<file path="src/rtl/pipe_pkg.sv">
// Shared types and constants for the pipeline skid stage.
// The ALU-op field sits in ctrl[4:0]; the bubble carries passb there and zeros elsewhere.
package pipe_pkg;

  typedef enum logic [1:0] {
    ST_EMPTY = 2'd0,
    ST_BUSY  = 2'd1,
    ST_FULL  = 2'd2
  } state_e;

  localparam logic [4:0] ALU_OP_PASSB = 5'b10011;
  localparam int CTRL_W_DEF = 24;
  localparam logic [CTRL_W_DEF-1:0] CTRL_NOP_DEF = {{(CTRL_W_DEF-5){1'b0}}, ALU_OP_PASSB};

endpackage

</file>
<file path="src/rtl/pipe_stage_skid_if.sv">
// Ready/valid bundle for pipe_stage_skid: upstream in_* side and downstream out_* side.
// slave is the stage's view; master is the view of whoever surrounds the stage.
interface pipe_stage_skid_if #(
  parameter int DATA_W = 128,
  parameter int CTRL_W = pipe_pkg::CTRL_W_DEF
);
  logic              in_valid;
  logic              in_ready;
  logic [DATA_W-1:0] in_data;
  logic [CTRL_W-1:0] in_ctrl;
  logic              out_valid;
  logic              out_ready;
  logic [DATA_W-1:0] out_data;
  logic [CTRL_W-1:0] out_ctrl;

  modport slave (
    input  in_valid, in_data, in_ctrl, out_ready,
    output in_ready, out_valid, out_data, out_ctrl
  );

  modport master (
    output in_valid, in_data, in_ctrl, out_ready,
    input  in_ready, out_valid, out_data, out_ctrl
  );
endinterface

</file>
<file path="src/rtl/pipe_slot_reg.sv">
// One payload slot: data+control storage with load and bubble-load.
// A bubble load replaces only the control payload; data keeps its last value.
module pipe_slot_reg #(
  parameter int                DATA_W   = 128,
  parameter int                CTRL_W   = 24,
  parameter logic [CTRL_W-1:0] CTRL_NOP = '0
) (
  input  logic              CLK,
  input  logic              RESET,
  input  logic              load_i,
  input  logic              load_nop_i,
  input  logic [DATA_W-1:0] data_i,
  input  logic [CTRL_W-1:0] ctrl_i,
  output logic [DATA_W-1:0] data_o,
  output logic [CTRL_W-1:0] ctrl_o
);
  logic [DATA_W-1:0] data_q;
  logic [CTRL_W-1:0] ctrl_q;

  always_ff @(posedge CLK or posedge RESET) begin
    if (RESET) begin
      data_q <= '0;
      ctrl_q <= CTRL_NOP;
    end else if (load_nop_i) begin
      ctrl_q <= CTRL_NOP;
    end else if (load_i) begin
      data_q <= data_i;
      ctrl_q <= ctrl_i;
    end
  end

  assign data_o = data_q;
  assign ctrl_o = ctrl_q;
endmodule

</file>
<file path="src/rtl/pipe_stage_skid.sv">
// Pipeline register stage with bubble insertion and a saturating stall counter.
// Define PIPE_STAGE_SKID_EN for a skid slot and registered in_ready; otherwise in_ready is combinational.
// state | meaning
// EMPTY | no entry held
// BUSY  | main slot valid
// FULL  | main and skid slots valid
module pipe_stage_skid
  import pipe_pkg::*;
#(
  parameter int                DATA_W   = 128,
  parameter int                CTRL_W   = 24,
  parameter logic [CTRL_W-1:0] CTRL_NOP = CTRL_W'(CTRL_NOP_DEF),
  parameter int                CNT_W    = 16
) (
  input  logic             CLK,
  input  logic             RESET,
  input  logic             flush,
  pipe_stage_skid_if.slave bus,
  output logic [CNT_W-1:0] stall_cnt
);
  state_e            state_q, state_d;
  logic              in_ready, out_valid, accept, issue;
  logic              main_load, main_nop;
  logic [DATA_W-1:0] main_din, main_data;
  logic [CTRL_W-1:0] main_cin, main_ctrl;
  logic [CNT_W-1:0]  stall_cnt_q, stall_cnt_d;

  assign out_valid = (state_q != ST_EMPTY);
  assign accept    = bus.in_valid & in_ready;
  assign issue     = out_valid & bus.out_ready;

`ifdef PIPE_STAGE_SKID_EN
  logic              in_ready_q, skid_load, skid_nop, main_from_skid;
  logic [DATA_W-1:0] skid_data;
  logic [CTRL_W-1:0] skid_ctrl;

  assign in_ready = in_ready_q;
  assign main_din = main_from_skid ? skid_data : bus.in_data;
  assign main_cin = main_from_skid ? skid_ctrl : bus.in_ctrl;

  always_ff @(posedge CLK or posedge RESET) begin
    if (RESET) in_ready_q <= 1'b1;
    else       in_ready_q <= (state_d != ST_FULL);
  end

  pipe_slot_reg #(.DATA_W(DATA_W), .CTRL_W(CTRL_W), .CTRL_NOP(CTRL_NOP)) u_skid (
    .CLK        (CLK),
    .RESET      (RESET),
    .load_i     (skid_load),
    .load_nop_i (skid_nop),
    .data_i     (bus.in_data),
    .ctrl_i     (bus.in_ctrl),
    .data_o     (skid_data),
    .ctrl_o     (skid_ctrl)
  );
`else
  assign in_ready = ~out_valid | bus.out_ready;
  assign main_din = bus.in_data;
  assign main_cin = bus.in_ctrl;
`endif

  always_comb begin
    state_d   = state_q;
    main_load = 1'b0;
    main_nop  = 1'b0;
`ifdef PIPE_STAGE_SKID_EN
    skid_load      = 1'b0;
    skid_nop       = 1'b0;
    main_from_skid = 1'b0;
`endif
    if (flush) begin
      state_d  = ST_EMPTY;
      main_nop = 1'b1;
`ifdef PIPE_STAGE_SKID_EN
      skid_nop = 1'b1;
`endif
    end else begin
      case (state_q)
        ST_EMPTY: begin
          if (accept) begin
            state_d   = ST_BUSY;
            main_load = 1'b1;
          end
        end
        ST_BUSY: begin
          if (accept && issue) begin
            main_load = 1'b1;
`ifdef PIPE_STAGE_SKID_EN
          end else if (accept) begin
            state_d   = ST_FULL;
            skid_load = 1'b1;
`endif
          end else if (issue) begin
            state_d  = ST_EMPTY;
            main_nop = 1'b1;
          end
        end
`ifdef PIPE_STAGE_SKID_EN
        ST_FULL: begin
          if (issue) begin
            state_d        = ST_BUSY;
            main_load      = 1'b1;
            main_from_skid = 1'b1;
          end
        end
`endif
        default: state_d = ST_EMPTY;
      endcase
    end
  end

  always_ff @(posedge CLK or posedge RESET) begin
    if (RESET) state_q <= ST_EMPTY;
    else       state_q <= state_d;
  end

  pipe_slot_reg #(.DATA_W(DATA_W), .CTRL_W(CTRL_W), .CTRL_NOP(CTRL_NOP)) u_main (
    .CLK        (CLK),
    .RESET      (RESET),
    .load_i     (main_load),
    .load_nop_i (main_nop),
    .data_i     (main_din),
    .ctrl_i     (main_cin),
    .data_o     (main_data),
    .ctrl_o     (main_ctrl)
  );

  // Counts every stalled cycle, including one coinciding with flush
  assign stall_cnt_d = (out_valid && !bus.out_ready && !(&stall_cnt_q)) ?
                       stall_cnt_q + CNT_W'(1) : stall_cnt_q;

  always_ff @(posedge CLK or posedge RESET) begin
    if (RESET) stall_cnt_q <= '0;
    else       stall_cnt_q <= stall_cnt_d;
  end

  assign bus.in_ready  = in_ready;
  assign bus.out_valid = out_valid;
  assign bus.out_data  = main_data;
  assign bus.out_ctrl  = main_ctrl;
  assign stall_cnt     = stall_cnt_q;
endmodule

</file>
<file path="src/flat_wrapper.sv">
// flat-port wrapper written by rule: the top's interface ports become plain ports
module pipe_stage_skid_flat import pipe_pkg::*;
#(
  parameter int                DATA_W   = 128,
  parameter int                CTRL_W   = 24,
  parameter logic [CTRL_W-1:0] CTRL_NOP = CTRL_W'(CTRL_NOP_DEF),
  parameter int                CNT_W    = 16
)
  (CLK, RESET, flush, stall_cnt, bus_in_valid, bus_in_data, bus_in_ctrl, bus_out_ready, bus_in_ready, bus_out_valid, bus_out_data, bus_out_ctrl);
  pipe_stage_skid_if #(.DATA_W(DATA_W), .CTRL_W(CTRL_W)) bus_i ();
  input  logic CLK;
  input  logic RESET;
  input  logic flush;
  output logic [CNT_W-1:0] stall_cnt;
  input wire logic [$bits(bus_i.in_valid)-1:0] bus_in_valid;
  input wire logic [$bits(bus_i.in_data)-1:0] bus_in_data;
  input wire logic [$bits(bus_i.in_ctrl)-1:0] bus_in_ctrl;
  input wire logic [$bits(bus_i.out_ready)-1:0] bus_out_ready;
  output wire logic [$bits(bus_i.in_ready)-1:0] bus_in_ready;
  output wire logic [$bits(bus_i.out_valid)-1:0] bus_out_valid;
  output wire logic [$bits(bus_i.out_data)-1:0] bus_out_data;
  output wire logic [$bits(bus_i.out_ctrl)-1:0] bus_out_ctrl;
  assign bus_i.in_valid = bus_in_valid;
  assign bus_i.in_data = bus_in_data;
  assign bus_i.in_ctrl = bus_in_ctrl;
  assign bus_i.out_ready = bus_out_ready;
  assign bus_in_ready = bus_i.in_ready;
  assign bus_out_valid = bus_i.out_valid;
  assign bus_out_data = bus_i.out_data;
  assign bus_out_ctrl = bus_i.out_ctrl;
  pipe_stage_skid #(.DATA_W(DATA_W), .CTRL_W(CTRL_W), .CTRL_NOP(CTRL_NOP), .CNT_W(CNT_W)) u_core (.CLK(CLK), .RESET(RESET), .flush(flush), .bus(bus_i), .stall_cnt(stall_cnt));
endmodule
</file>
<file path="config.mk">
export PLATFORM = sky130hd
export DESIGN_NAME = pipe_stage_skid_flat
export DESIGN_NICKNAME = d
export VERILOG_FILES = /design/src/rtl/pipe_pkg.sv /design/src/rtl/pipe_stage_skid_if.sv /design/src/rtl/pipe_slot_reg.sv /design/src/rtl/pipe_stage_skid.sv /design/src/flat_wrapper.sv
export SDC_FILE = /design/constraint.sdc
export NUM_CORES = 1
export LEC_CHECK = 0
export CORE_ASPECT_RATIO = 1.5
export CORE_UTILIZATION = 36
export DETAILED_ROUTE_END_ITERATION = 8
export PLACE_DENSITY = 0.76
export SYNTH_ARGS = -nofsm -noshare
export SYNTH_HDL_FRONTEND = slang
export SYNTH_SLANG_ARGS = --single-unit
</file>
<file path="constraint.sdc">
create_clock -name CLK -period 5 [get_ports CLK]
set_input_delay 0.75 -clock CLK [delete_from_list [all_inputs] [get_ports CLK]]
set_output_delay 0.75 -clock CLK [all_outputs]
set_load 0.01 [all_outputs]
</file>
==> impl_metrics.json <==
{
  "outcome": "finished with violations",
  "violations": "design-rule violations",
  "area_growth_pct": 62.2,
  "ios": 327,
  "pwr-share-seq": 0.426,
  "syn_avg_cell_area_sq_um": 14.3,
  "cellPowerDensity_nw_per_um2": 378,
  "hold_class": "flip-flop to flip-flop",
  "cp_cell_sequence": "clkdlybuf4s50_1, nor2b_4, inv_2, nand2_1, nor2_4, buf_4, mux2_2",
  "track_usage": 0.192,
  "slowest_stage": "buf_4",
  "fp.dieW_microns": 112,
  "reg2reg_depth": 6,
  "clk_pin_slew_ns": 0.06,
  "drc_errors": 21,
  "p_comb_frac": 0.249,
  "finClkSkew_ns": 0.00588,
  "ys_types": 36,
  "layout_commonest_cell": "clkdlybuf4s50_1",
  "cpPeakStageDelay_ns": 0.65,
  "async_flop_share": 1.00,
  "yosys_most_used_dff": "dfrtp_1",
  "start_kind": "input port",
  "rsz0062_at_grt": "false",
  "netSwitchingFraction": 0.262,
  "intPower_mw": 2.96,
  "final_cell_mix": "clkdlybuf4s50_1, dfrtp_1, mux2_2, nand2_1, a21oi_1",
  "synth_nets": 615,
  "worstSkewPairLatency_ns": 0.41,
  "tritoncts": "done",
  "wire_per_inst_microns": 17.3,
  "ir_worst_vdd_uv": 188,
  "final.min_clock_period_ns": 3.10,
  "grt_pass1_vias": 5446,
  "drive_above_1_share": 0.226,
  "via_per_inst": 4.78,
  "vias": 4853,
  "finalSetupViolations": 0,
  "gp_congestion": 0.788,
  "drv_cap": 0,
  "htree_levels": 4,
  "synth-seq-cells": 169,
  "cp_max_fo": 66,
  "fp.coreArea_sq_um": 17900,
  "arrival_ns": 3.40,
  "cts-buffers-inserted": 17,
  "hold_start": "u_core.u_main.ctrl_o[1]$_DFFE_PP1P_",
  "yosys_warnings": 0,
  "io_buffers": 326,
  "cts.path.max_buffers": 2,
  "antenna_found_initial": 1,
  "yosysSeqAreaShare": 0.646,
  "grt_pass1_wl_microns": 28100,
  "postLayoutCoreUtil": 0.595,
  "gr-total-overflow": 0,
  "die_height_microns": 167,
  "reg2reg_slack_ns": 2.28,
  "holdPathEnd": "u_core.u_main.ctrl_o[1]$_DFFE_PP1P_",
  "fin_crit_sh": 0.621,
  "holdPathStages": 2,
  "cts_resized": 0,
  "maxSlewViolCount": 0,
  "dp_hpwl_microns": 13200,
  "cp-end-kind": "flip-flop",
  "dr.pass1.iters": 6,
  "tightest_slew_ns": 0.834,
  "slew_headroom": 0.442,
  "antenna_left": 0,
  "cts_setup_buffers": 0,
  "syn-cell-area_sq_um": 6560,
  "worst-setup-path-type": "input port to flip-flop",
  "start_util": 0.367,
  "root_buffer": "clkbuf_16",
  "worst_ep_required_time_ns": 5.30,
  "wl_microns": 17600,
  "pwr-share-clk": 0.324,
  "rows": 60,
  "p_sw_mw": 1.05,
  "grt_max_degree": 89,
  "tns_ns": 0,
  "power.leakage_nw": 4.43,
  "reg2reg_from": "u_core.state_q[0]$_DFFE_PP0P_",
  "syn_inst": 457,
  "nets": 943,
  "timing.rr.end": "u_core.u_main.data_o[98]$_DFFE_PP0P_",
  "die-area_sq_um": 18800,
  "hold_buffers": 0,
  "clock-sinks": 169,
  "hold_viol_final": 0,
  "first_iter_violations": 165,
  "fmax_mhz": 322,
  "synth_edf_count": 0
}
-- worst max-delay path: cells and delay by family --
family | cells | cell delay [ns]
and+or+nand+nor | 3 | 0.83
muxes | 1 | 0.42
buffers and inverters | 3 | 1.34
-- worst max-delay path by stage --
stage / startpoint / to / slack [ns] / depth (start not counted)
2_1_floorplan: RESET / u_core.stall_cnt[0]$_DFFE_PP0P_ / 2.10 / 1
3_3_place_gp: bus_out_ready / u_core.u_main.data_o[95]$_DFFE_PP0P_ / 1.51 / 7
3_5_place_dp: bus_out_ready / u_core.u_main.data_o[98]$_DFFE_PP0P_ / 1.43 / 7
4_1_cts: bus_out_ready / u_core.u_main.data_o[98]$_DFFE_PP0P_ / 1.88 / 7
5_1_grt: bus_out_ready / u_core.u_main.data_o[98]$_DFFE_PP0P_ / 1.68 / 7
6_report: bus_out_ready / u_core.u_main.data_o[98]$_DFFE_PP0P_ / 1.90 / 7
-- synth_stat cells (2+ instances only) --
cell type	instances	area, sq um
dfrtp_1	166	4150
mux2_2	128	1440
a21oi_1	22	110
a31oi_1	2	12.5
buf_2	13	65.1
nand3_1	6	30.0
xor2_1	11	96.3
nand2_1	56	210
inv_1	2	7.51
nand4_1	2	12.5
clkbuf_1	7	26.3
or2_2	2	12.5
nand3b_1	3	22.5
dfstp_2	3	78.8
nor3_1	2	10.0
nor4_1	8	50.1
nor2_1	5	18.8
-- final cells by class --
cell class | instances | area [sq um]
inverter | 3 | 15.0
clock inverter | 14 | 148
antenna | 1 | 2.50
fill | 1451 | 7240
clock buffer | 18 | 439
tap | 217 | 272
sequential | 169 | 4230
timing repair buffer | 331 | 3310
multi-input combinational | 263 | 2210
-- power by group through the flow --
stage / sequential [mW] / combinational (mW) / clock (mW)
after floorplan: 1.82 / 0.278 / 0
after global placement: 1.73 / 0.988 / 0
after detailed placement: 1.74 / 1.01 / 0
after CTS: 1.72 / 1.02 / 1.33
after global routing: 1.74 / 1.06 / 1.39
final: 1.71 / 1.00 / 1.30
-- sequential cells by signal, indices dropped and copies added, names as in the netlist --
name / count
u_core.u_main.data_o: 128
u_core.u_main.ctrl_o: 24
u_core.stall_cnt: 16
u_core.state_q: 1
-- layer usage --
| layer | global-route usage | up-vias | part of all wire |
|---|---|---|---|
| li1 | - | 2244 | - |
| met1 | 0.200 | 2392 | 0.35 |
| met2 | 0.356 | 192 | 0.56 |
| met3 | 0.0597 | 25 | 0.073 |
| met4 | 0.0748 | 0 | 0.023 |
| met5 | 0 | - | 0 |
-- logic make-up after synthesis --
group | share of synthesized area
buffers and inverters | 0.0185
AND/OR/NAND/NOR | 0.0735
AO/OA/AOI/OAI | 0.0223
multiplexers | 0.222
flip-flops | 0.646
adder cells (fa/ha/maj) | 0.00191
XOR/XNOR | 0.0160
-- per-stage QoR --
step	hold WS (ns)	setup slack (ns)	instances	cell area, sq um	power (mW)
final	0.493	1.90	1016	10600	4.02
after global routing	0.520	1.68	1016	10600	4.20
after CTS	0.499	1.88	1015	10600	4.06
after detailed placement	0.489	1.43	983	10000	2.75
after global placement	0.476	1.51	983	10000	2.71
after floorplan	0.494	2.10	457	6560	2.10
No activity file was read; power rests on OpenSTA's default activity.
